$ cat src/rtl/multicycle_control.sv
// multicycle_control
//   Control FSM for a multicycle RISC-V style datapath. It sequences
//   FETCH -> DECODE -> EXEC -> (MEM) -> (WB) per instruction and drives the
//   datapath strobes and mux selects. It also counts retired instructions.
//
// Ports
//   clk        : system clock, rising edge
//   reset      : synchronous, active-high reset
//   go_contr   : start request, honoured only in IDLE
//   ir[31:0]   : current instruction register
//   zero       : ALU zero flag, meaningful in EXEC
//   mem_ready  : memory handshake for FETCH and MEM accesses
//   mem_read / mem_write              : memory strobes
//   ir_write / pc_write / reg_write   : register load enables
//   alu_src_b[1:0] : 00 reg, 01 const 4, 10 immediate
//   alu_op[1:0]    : 00 add, 01 subtract, 10 funct-decoded
//   mem_to_reg / pc_src / addr_src    : datapath mux selects
//   halted / illegal                  : status flags
//   state[2:0]     : current state encoding
//   retired        : count of completed instructions (wraps)
module multicycle_control #(
  parameter int CNT_W = 32
) (
  input  logic             clk,
  input  logic             reset,
  input  logic             go_contr,
  input  logic [31:0]      ir,
  input  logic             zero,
  input  logic             mem_ready,
  output logic             mem_read,
  output logic             mem_write,
  output logic             ir_write,
  output logic             pc_write,
  output logic             reg_write,
  output logic [1:0]       alu_src_b,
  output logic [1:0]       alu_op,
  output logic             mem_to_reg,
  output logic             pc_src,
  output logic             addr_src,
  output logic             halted,
  output logic             illegal,
  output logic [2:0]       state,
  output logic [CNT_W-1:0] retired
);

  localparam logic [2:0] S_IDLE   = 3'd0;
  localparam logic [2:0] S_FETCH  = 3'd1;
  localparam logic [2:0] S_DECODE = 3'd2;
  localparam logic [2:0] S_EXEC   = 3'd3;
  localparam logic [2:0] S_MEM    = 3'd4;
  localparam logic [2:0] S_WB     = 3'd5;
  localparam logic [2:0] S_HALT   = 3'd6;

  localparam logic [6:0] OP_R      = 7'b0110011;
  localparam logic [6:0] OP_I      = 7'b0010011;
  localparam logic [6:0] OP_LOAD   = 7'b0000011;
  localparam logic [6:0] OP_STORE  = 7'b0100011;
  localparam logic [6:0] OP_BRANCH = 7'b1100011;

  localparam logic [CNT_W-1:0] CNT_ONE = {{(CNT_W-1){1'b0}}, 1'b1};

  logic [2:0]       state_reg, state_next;
  logic             illegal_reg, illegal_next;
  logic [CNT_W-1:0] retired_reg;
  logic             retire_pulse;

  // Instruction class decode; ir is held stable by the datapath after FETCH.
  logic [6:0] opcode;
  logic [2:0] funct3;
  logic       is_r, is_i, is_load, is_store, is_branch, is_supported;
  logic       branch_taken;

  assign opcode       = ir[6:0];
  assign funct3       = ir[14:12];
  assign is_r         = (opcode == OP_R);
  assign is_i         = (opcode == OP_I);
  assign is_load      = (opcode == OP_LOAD);
  assign is_store     = (opcode == OP_STORE);
  assign is_branch    = (opcode == OP_BRANCH);
  assign is_supported = is_r | is_i | is_load | is_store | is_branch;
  // Only beq and bne are implemented; every other funct3 falls through.
  assign branch_taken = ((funct3 == 3'b000) & zero) | ((funct3 == 3'b001) & ~zero);

  // State register, sticky illegal flag and retired counter.
  always_ff @(posedge clk) begin
    if (reset) begin
      state_reg   <= S_IDLE;
      illegal_reg <= 1'b0;
      retired_reg <= '0;
    end else begin
      state_reg   <= state_next;
      illegal_reg <= illegal_next;
      if (retire_pulse) begin
        retired_reg <= retired_reg + CNT_ONE;
      end
    end
  end

  // Next-state logic; retire_pulse marks the final cycle of an instruction.
  always_comb begin
    state_next   = state_reg;
    illegal_next = illegal_reg;
    retire_pulse = 1'b0;
    case (state_reg)
      S_IDLE: begin
        if (go_contr) state_next = S_FETCH;
      end
      S_FETCH: begin
        if (mem_ready) state_next = S_DECODE;
      end
      S_DECODE: begin
        if (ir == 32'hFFFF_FFFF) begin
          state_next = S_HALT;
        end else if (is_supported) begin
          state_next = S_EXEC;
        end else begin
          state_next   = S_HALT;
          illegal_next = 1'b1;
        end
      end
      S_EXEC: begin
        if (is_load || is_store) begin
          state_next = S_MEM;
        end else if (is_branch) begin
          state_next   = S_FETCH;
          retire_pulse = 1'b1;
        end else begin
          state_next = S_WB;
        end
      end
      S_MEM: begin
        if (mem_ready) begin
          if (is_load) begin
            state_next = S_WB;
          end else begin
            state_next   = S_FETCH;
            retire_pulse = is_store;
          end
        end
      end
      S_WB: begin
        state_next   = S_FETCH;
        retire_pulse = 1'b1;
      end
      S_HALT: begin
        state_next = S_HALT;
      end
      default: begin
        // Unused encoding: park in HALT and flag it.
        state_next   = S_HALT;
        illegal_next = 1'b1;
      end
    endcase
  end

  // Output decode; FETCH and EXEC outputs also depend on live inputs.
  always_comb begin
    mem_read   = 1'b0;
    mem_write  = 1'b0;
    ir_write   = 1'b0;
    pc_write   = 1'b0;
    reg_write  = 1'b0;
    alu_src_b  = 2'b00;
    alu_op     = 2'b00;
    mem_to_reg = 1'b0;
    pc_src     = 1'b0;
    addr_src   = 1'b0;
    case (state_reg)
      S_FETCH: begin
        mem_read = 1'b1;
        // Latch IR and advance PC only in the cycle the read completes.
        if (mem_ready) begin
          ir_write  = 1'b1;
          pc_write  = 1'b1;
          alu_src_b = 2'b01;
        end
      end
      S_EXEC: begin
        if (is_r) begin
          alu_src_b = 2'b00;
          alu_op    = 2'b10;
        end else if (is_i) begin
          alu_src_b = 2'b10;
          alu_op    = 2'b10;
        end else if (is_load || is_store) begin
          alu_src_b = 2'b10;
          alu_op    = 2'b00;
        end else if (is_branch) begin
          alu_src_b = 2'b00;
          alu_op    = 2'b01;
          pc_write  = branch_taken;
          pc_src    = branch_taken;
        end
      end
      S_MEM: begin
        addr_src  = 1'b1;
        mem_read  = is_load;
        mem_write = is_store;
      end
      S_WB: begin
        reg_write  = 1'b1;
        mem_to_reg = is_load;
      end
      default: ;
    endcase
  end

  assign halted  = (state_reg == S_HALT);
  assign illegal = illegal_reg;
  assign state   = state_reg;
  assign retired = retired_reg;

endmodule

$ cat config.mk
export PLATFORM = sky130hd
export DESIGN_NAME = multicycle_control
export DESIGN_NICKNAME = d
export VERILOG_FILES = /design/src/rtl/multicycle_control.sv
export SDC_FILE = /design/constraint.sdc
export NUM_CORES = 1
export LEC_CHECK = 0
export CAP_MARGIN = 10
export CELL_PAD_IN_SITES_DETAIL_PLACEMENT = 1
export CELL_PAD_IN_SITES_GLOBAL_PLACEMENT = 1
export CORE_ASPECT_RATIO = 1.25
export CORE_MARGIN = 2
export CORE_UTILIZATION = 30
export CTS_CLUSTER_DIAMETER = 100
export DETAILED_ROUTE_END_ITERATION = 7
export PLACE_DENSITY = 0.87
export SETUP_SLACK_MARGIN = 0.5
export SYNTH_ARGS = -nofsm -noshare
export SYNTH_HDL_FRONTEND = slang
export SYNTH_SLANG_ARGS = --single-unit
$ cat constraint.sdc
create_clock -name clk -period 2.35 [get_ports clk]
set_clock_uncertainty 0.1 [all_clocks]
set_input_delay 0.47 -clock clk [delete_from_list [all_inputs] [get_ports clk]]
set_output_delay 0.47 -clock clk [all_outputs]
set_load 0.02 [all_outputs]
Word-level counts from Yosys, hierarchy flattened
Cells that the tools add are included.

word-level totals
  memory bits (writable) = 0
  input port bits = 37
  word-level logic and storage cells = 77
  memories = 0
  ROM bits = 0
  bits in registers = 36
  output and inout bits = 49
  latch bits = 0

operators by class
  equality and inequality tests = 18
  magnitude comparators = 0
  bitwise operators = 9
  multiplexer cells = 40
  reductions and logical operators = 6
  div/mod/pow operators = 0
  $mul = 0
  shift-type cells = 0
  add/sub/neg operators = 1

operators by type and width
  kind                   number
  $add 32x1->32 const B  1
  $eq 32x32->1 const B   1
  $mux 3                 8
  $mux 1                 20
  $pmux 3 s6             1
  $eq 7x6->1 const B     2
  $mux 2                 6
  $ne 2x2->1 const B     5
  $eq 3x3->1 const B     3
  $eq 7x2->1 const B     1
  $eq 7x5->1 const B     1
  $eq 7x7->1 const B     1
  $eq 3x1->1 const B     2
  $eq 3x2->1 const B     2
  $logic_not 3->1        2
  $pmux 1 s2             3
  $reduce_and 3->1       2
  $reduce_or 6->1        1
  $or 1x1->1             5
  $pmux 2 s2             1
  $pmux 1 s3             1
  $and 1x1->1            2
  $not 1->1              2
  $logic_or 1x1->1       1

Longest topological paths before layout
  word-level depth = 8
  gate-level depth with buffers = 8
  gate-level depth less buffers = 6

Worst setup path after synthesis
OpenSTA, ideal clock, no wires.

  kind = input-to-output
  start = input port ir[3]
  end = output port pc_write
  data required time = 1.780 ns
  data arrival time = 2.167 ns
  path buffers = 0
  cell stages on the path = 4
  setup slack = -0.387 ns
  cells stage by stage = nand4bb_4 or3_4 nor4_1 or2_2

on the way
  word-level cells in the longest chain between the ends = 6
  elaborated cells on any way between the ends = 11
  classes of those cells = eq/ne (5); mux (5); reduce/logical (1)

RTL lines
  item                                               RTL line  source
  start: declaration                                 27        input logic [31:0] ir,
  $eq 7x7->1, or another cell as far along           79        assign is_branch = (opcode == OP_BRANCH);
  $mux 1 / $logic_or 1x1->1 (equally long branches)  188, 185
  $mux 1                                             185       end else if (is_load || is_store) begin
  $mux 1                                             182       end else if (is_i) begin
  $mux 1 *                                           179       if (is_r) begin
  $pmux 1 s2 *                                       168       case (state_reg)
  end: declaration                                   33        output logic pc_write,

Every way passes the cells marked *; elsewhere a longest branch is shown, timed or not.

Worst setup path in the final report
  start = input port ir[4]
  end = register retired_reg[16] (netlist: retired[16])

on the way
  word-level cells in the longest chain between the ends = 4
  elaborated cells on any way between the ends = 9
  classes of those cells = eq/ne (3); mux (5); reduce/logical (1)

RTL lines
  item                                      RTL line  source
  $eq 7x6->1, or another cell as far along  78        assign is_store = (opcode == OP_STORE);
  $mux 1, or another cell as far along      133       if (is_load) begin
  $mux 1 (on tied branches)                 132, 122
  $pmux 1 s3 *                              104       case (state_reg)
  end signal: assignment                    94        retired_reg <= retired_reg + CNT_ONE;
  end: declaration                          64        logic [CNT_W-1:0] retired_reg;

Marks and branches as above.
A chain may end at the register's enable or synchronous reset.

==> results.json <==
{
  "synth_common_cells": "36 x dfxtp_1, 34 x a21oi_1, 22 x o21ai_0",
  "power_density_nw_per_um2": 365,
  "synth_edf_count": 0,
  "r2r_start": "state[2]",
  "synth_top_cell_area_share_pct": 35.0,
  "clk_latency_ps": 300,
  "ios": 86,
  "drt_pass1_iterations": 4,
  "avgSynthCellArea_um2": 7.79,
  "hold_end": "retired[31]",
  "area_delta_synth_final_pct": 90.4,
  "hold_class": "reg -> reg",
  "synth_area_um2": 2060,
  "slowest_stage": "or3_4",
  "drc_errors": 0,
  "wl_um": 11000,
  "antenna_found_initial": 0,
  "drtAntennaViolNets": 0,
  "rows": 33,
  "stdcell_count": 498,
  "synth-seq-cells": 36,
  "fp.dieW_um": 78.1,
  "setup_viol": 0,
  "final_nets": 448,
  "swShare_pct": 28.2,
  "whs_path_depth": 2,
  "async_reset_ff_share_pct": 0,
  "crit_buf_inv": 7,
  "core_area_um2": 6610,
  "ys_types": 45,
  "grt_max_degree": 34,
  "synth_warnings": 0,
  "p_clk_share_pct": 33.3,
  "drv_cap": 0,
  "ys.flop_type": "dfxtp_1",
  "status": "finished, final reports clean",
  "worstPathRequired_ps": 2470,
  "fmax_mhz": 432,
  "hold_viol": 0,
  "cts_inserted_buffers": 5,
  "period_minus_slack_ps": 2320,
  "grt_usage_pct": 26.9,
  "tightest_slew_ps": 547,
  "power_switching_uw": 403,
  "fill_cells": 794,
  "largest_reg_flops": 32,
  "htreeDepth": 2,
  "worstPathCellList": "buf_2, nand3b_1, or3_4, buf_6, inv_4, buf_6, buf_6, buf_6, buf_6, a22oi_2, or3_4, a21oi_2",
  "grt_first_pass_wirelength_um": 15700,
  "wl_per_cell_um": 22.0,
  "viasPerCell": 5.75,
  "place.gp.congestion": 0.812,
  "hp-start": "retired[31]",
  "clk_path_buf_depth": 2,
  "critPathKind": "in -> reg",
  "vdd_drop_max_v": 0.000310,
  "seqPwrFrac_pct": 43.7,
  "syn_nets": 302,
  "cts_tree": "built",
  "r2r_setup_slack_ps": 70,
  "r2r_end": "retired[16]",
  "grt-ovfl-total": 0,
  "critical_path.top_delay_family": "simple AND/OR/NAND/NOR gates",
  "port-buffer-count": 85,
  "drtIter0Drc": 132,
  "first_global_vias": 3032,
  "dpl.cell_count": 454,
  "cp_max_fo": 4,
  "diodes": 0,
  "rsz0062_at_grt": "true",
  "die_h_um": 96.6,
  "yosys.area.top_type": "dfxtp_1",
  "relSlewSlack_pct": 62.6,
  "numClockSinks": 36,
  "drive_gt1_share_pct": 35.3,
  "vias": 2865,
  "p_int_uw": 1030,
  "power.total_uw": 1430,
  "syn_inst": 264,
  "cts_root_buf": "clkbuf_8",
  "endpoint_kind": "flop",
  "die_area_um2": 7540,
  "synth_seq_area_share_pct": 35.0,
  "p_comb_share_pct": 23.0,
  "cpPeakStageDelay_ps": 430,
  "crit_top_cell": "buf_6",
  "dp.final_hpwl_um": 6150,
  "startpoint_type": "primary input",
  "path_clk_slew_ps": 80,
  "p_leak_uw": 0.00157,
  "hold_slack_ps": 391,
  "finalMaxSlewViolations": 0,
  "synth_area_leaders": "dfxtp_1 35%, a21oi_1 8.3%, or3_1 6.4%",
  "start_util_pct": 31.1,
  "synth.most_common_cell": "dfxtp_1",
  "cp.arrival_ps": 2440,
  "fin_crit_sh_pct": 98.6,
  "r2r_cells": 11
}
power groups by stage:
stage	clock, uW	combinational (uW)	sequential, uW
2_1_floorplan	0	92.8	646
3_3_place_gp	0	247	635
3_5_place_dp	0	257	636
4_1_cts	477	295	623
5_1_grt	497	344	624
6_report	476	328	624
worst register-to-register path: cells and delay by family, from the launching register on:
family | cells | cell delay, ps
AOI/OAI and AO/OA | 2 | 240
DFF | 1 | 320
and+or+nand+nor | 3 | 980
buffers and inverters | 6 | 580
cell type report:
cell class	instances	area, um^2	share of cell area, %
tap	87	109	2.78
clock buffer	8	90.1	2.30
multi-input combinational	209	1570	40.1
timing repair buffer	149	1380	35.3
inverter	9	38.8	0.990
sequential	36	724	18.5
kinds of logic after synthesis:
group | count (synthesis) | synth area share, %
AO/OA/AOI/OAI | 76 | 21.3
AND/OR/NAND/NOR | 126 | 36.7
XOR/XNOR | 3 | 1.28
adder cells (fa/ha/maj) | 1 | 0.608
multiplexers | 1 | 0.487
buffers and inverters | 21 | 4.56
flip-flops | 36 | 35.0
cells in the final DEF, fill, tap and decap left out, drive strengths merged, types with 2 or more instances in the layout:
cell,n
nand3,15
dfxtp,36
a21oi,34
o31ai,5
xnor2,3
nor2,21
a21o,4
nor4bb,2
and3,2
dlymetal6s2s,3
a22oi,4
nor4b,2
clkbuf,13
dlygate4sd2,35
buf,80
nor4,7
o22a,2
nand3b,3
nand4,16
clkdlybuf4s50,26
and4,2
and2,3
or4,5
a2111oi,2
nand2,14
nor3,2
nor2b,3
inv,9
or3,22
nand2b,3
o21ai,23
per-stage QoR:
stage                     setup slack [ps]  utilization (%)  setup TNS [ps]  cell area [um^2]
final                                 32.8             59.3               0              3920
after global routing                 -2.77             59.3           -3.59              3920
after CTS                             92.7             56.6               0              3740
after detailed placement              -784             49.0          -18390              3230
after global placement                -699             49.0          -15120              3230
after floorplan                       26.9                -               0              2100
metal layers:
metal,global-route usage (%),wire length [um],share of wire (%)
met3,5.11,650,5.9
met5,0,0,0
met2,55.7,5920,54
met1,25.6,3860,35
met4,11.4,531,4.8
what timing repair did:
action | 4_1_cts | 5_1_grt
pin swaps | 52 | 16
buffers inserted | 24 | 8
setup endpoints to repair | 81 | 49
hold buffers | 0 | 0
gates cloned | 3 | 1
resized for setup | 198 | 36
how the worst max path moves through the flow:
stage                   from          end  cells after the start
global route           ir[3]  retired[20]                     13
detailed placement     ir[3]     pc_write                      6
finish                 ir[4]  retired[16]                     12
floorplan              ir[3]     pc_write                      4
global placement       ir[2]     pc_write                      6
CTS                 state[2]     pc_write                      5
(Power assumes the default switching activity.)
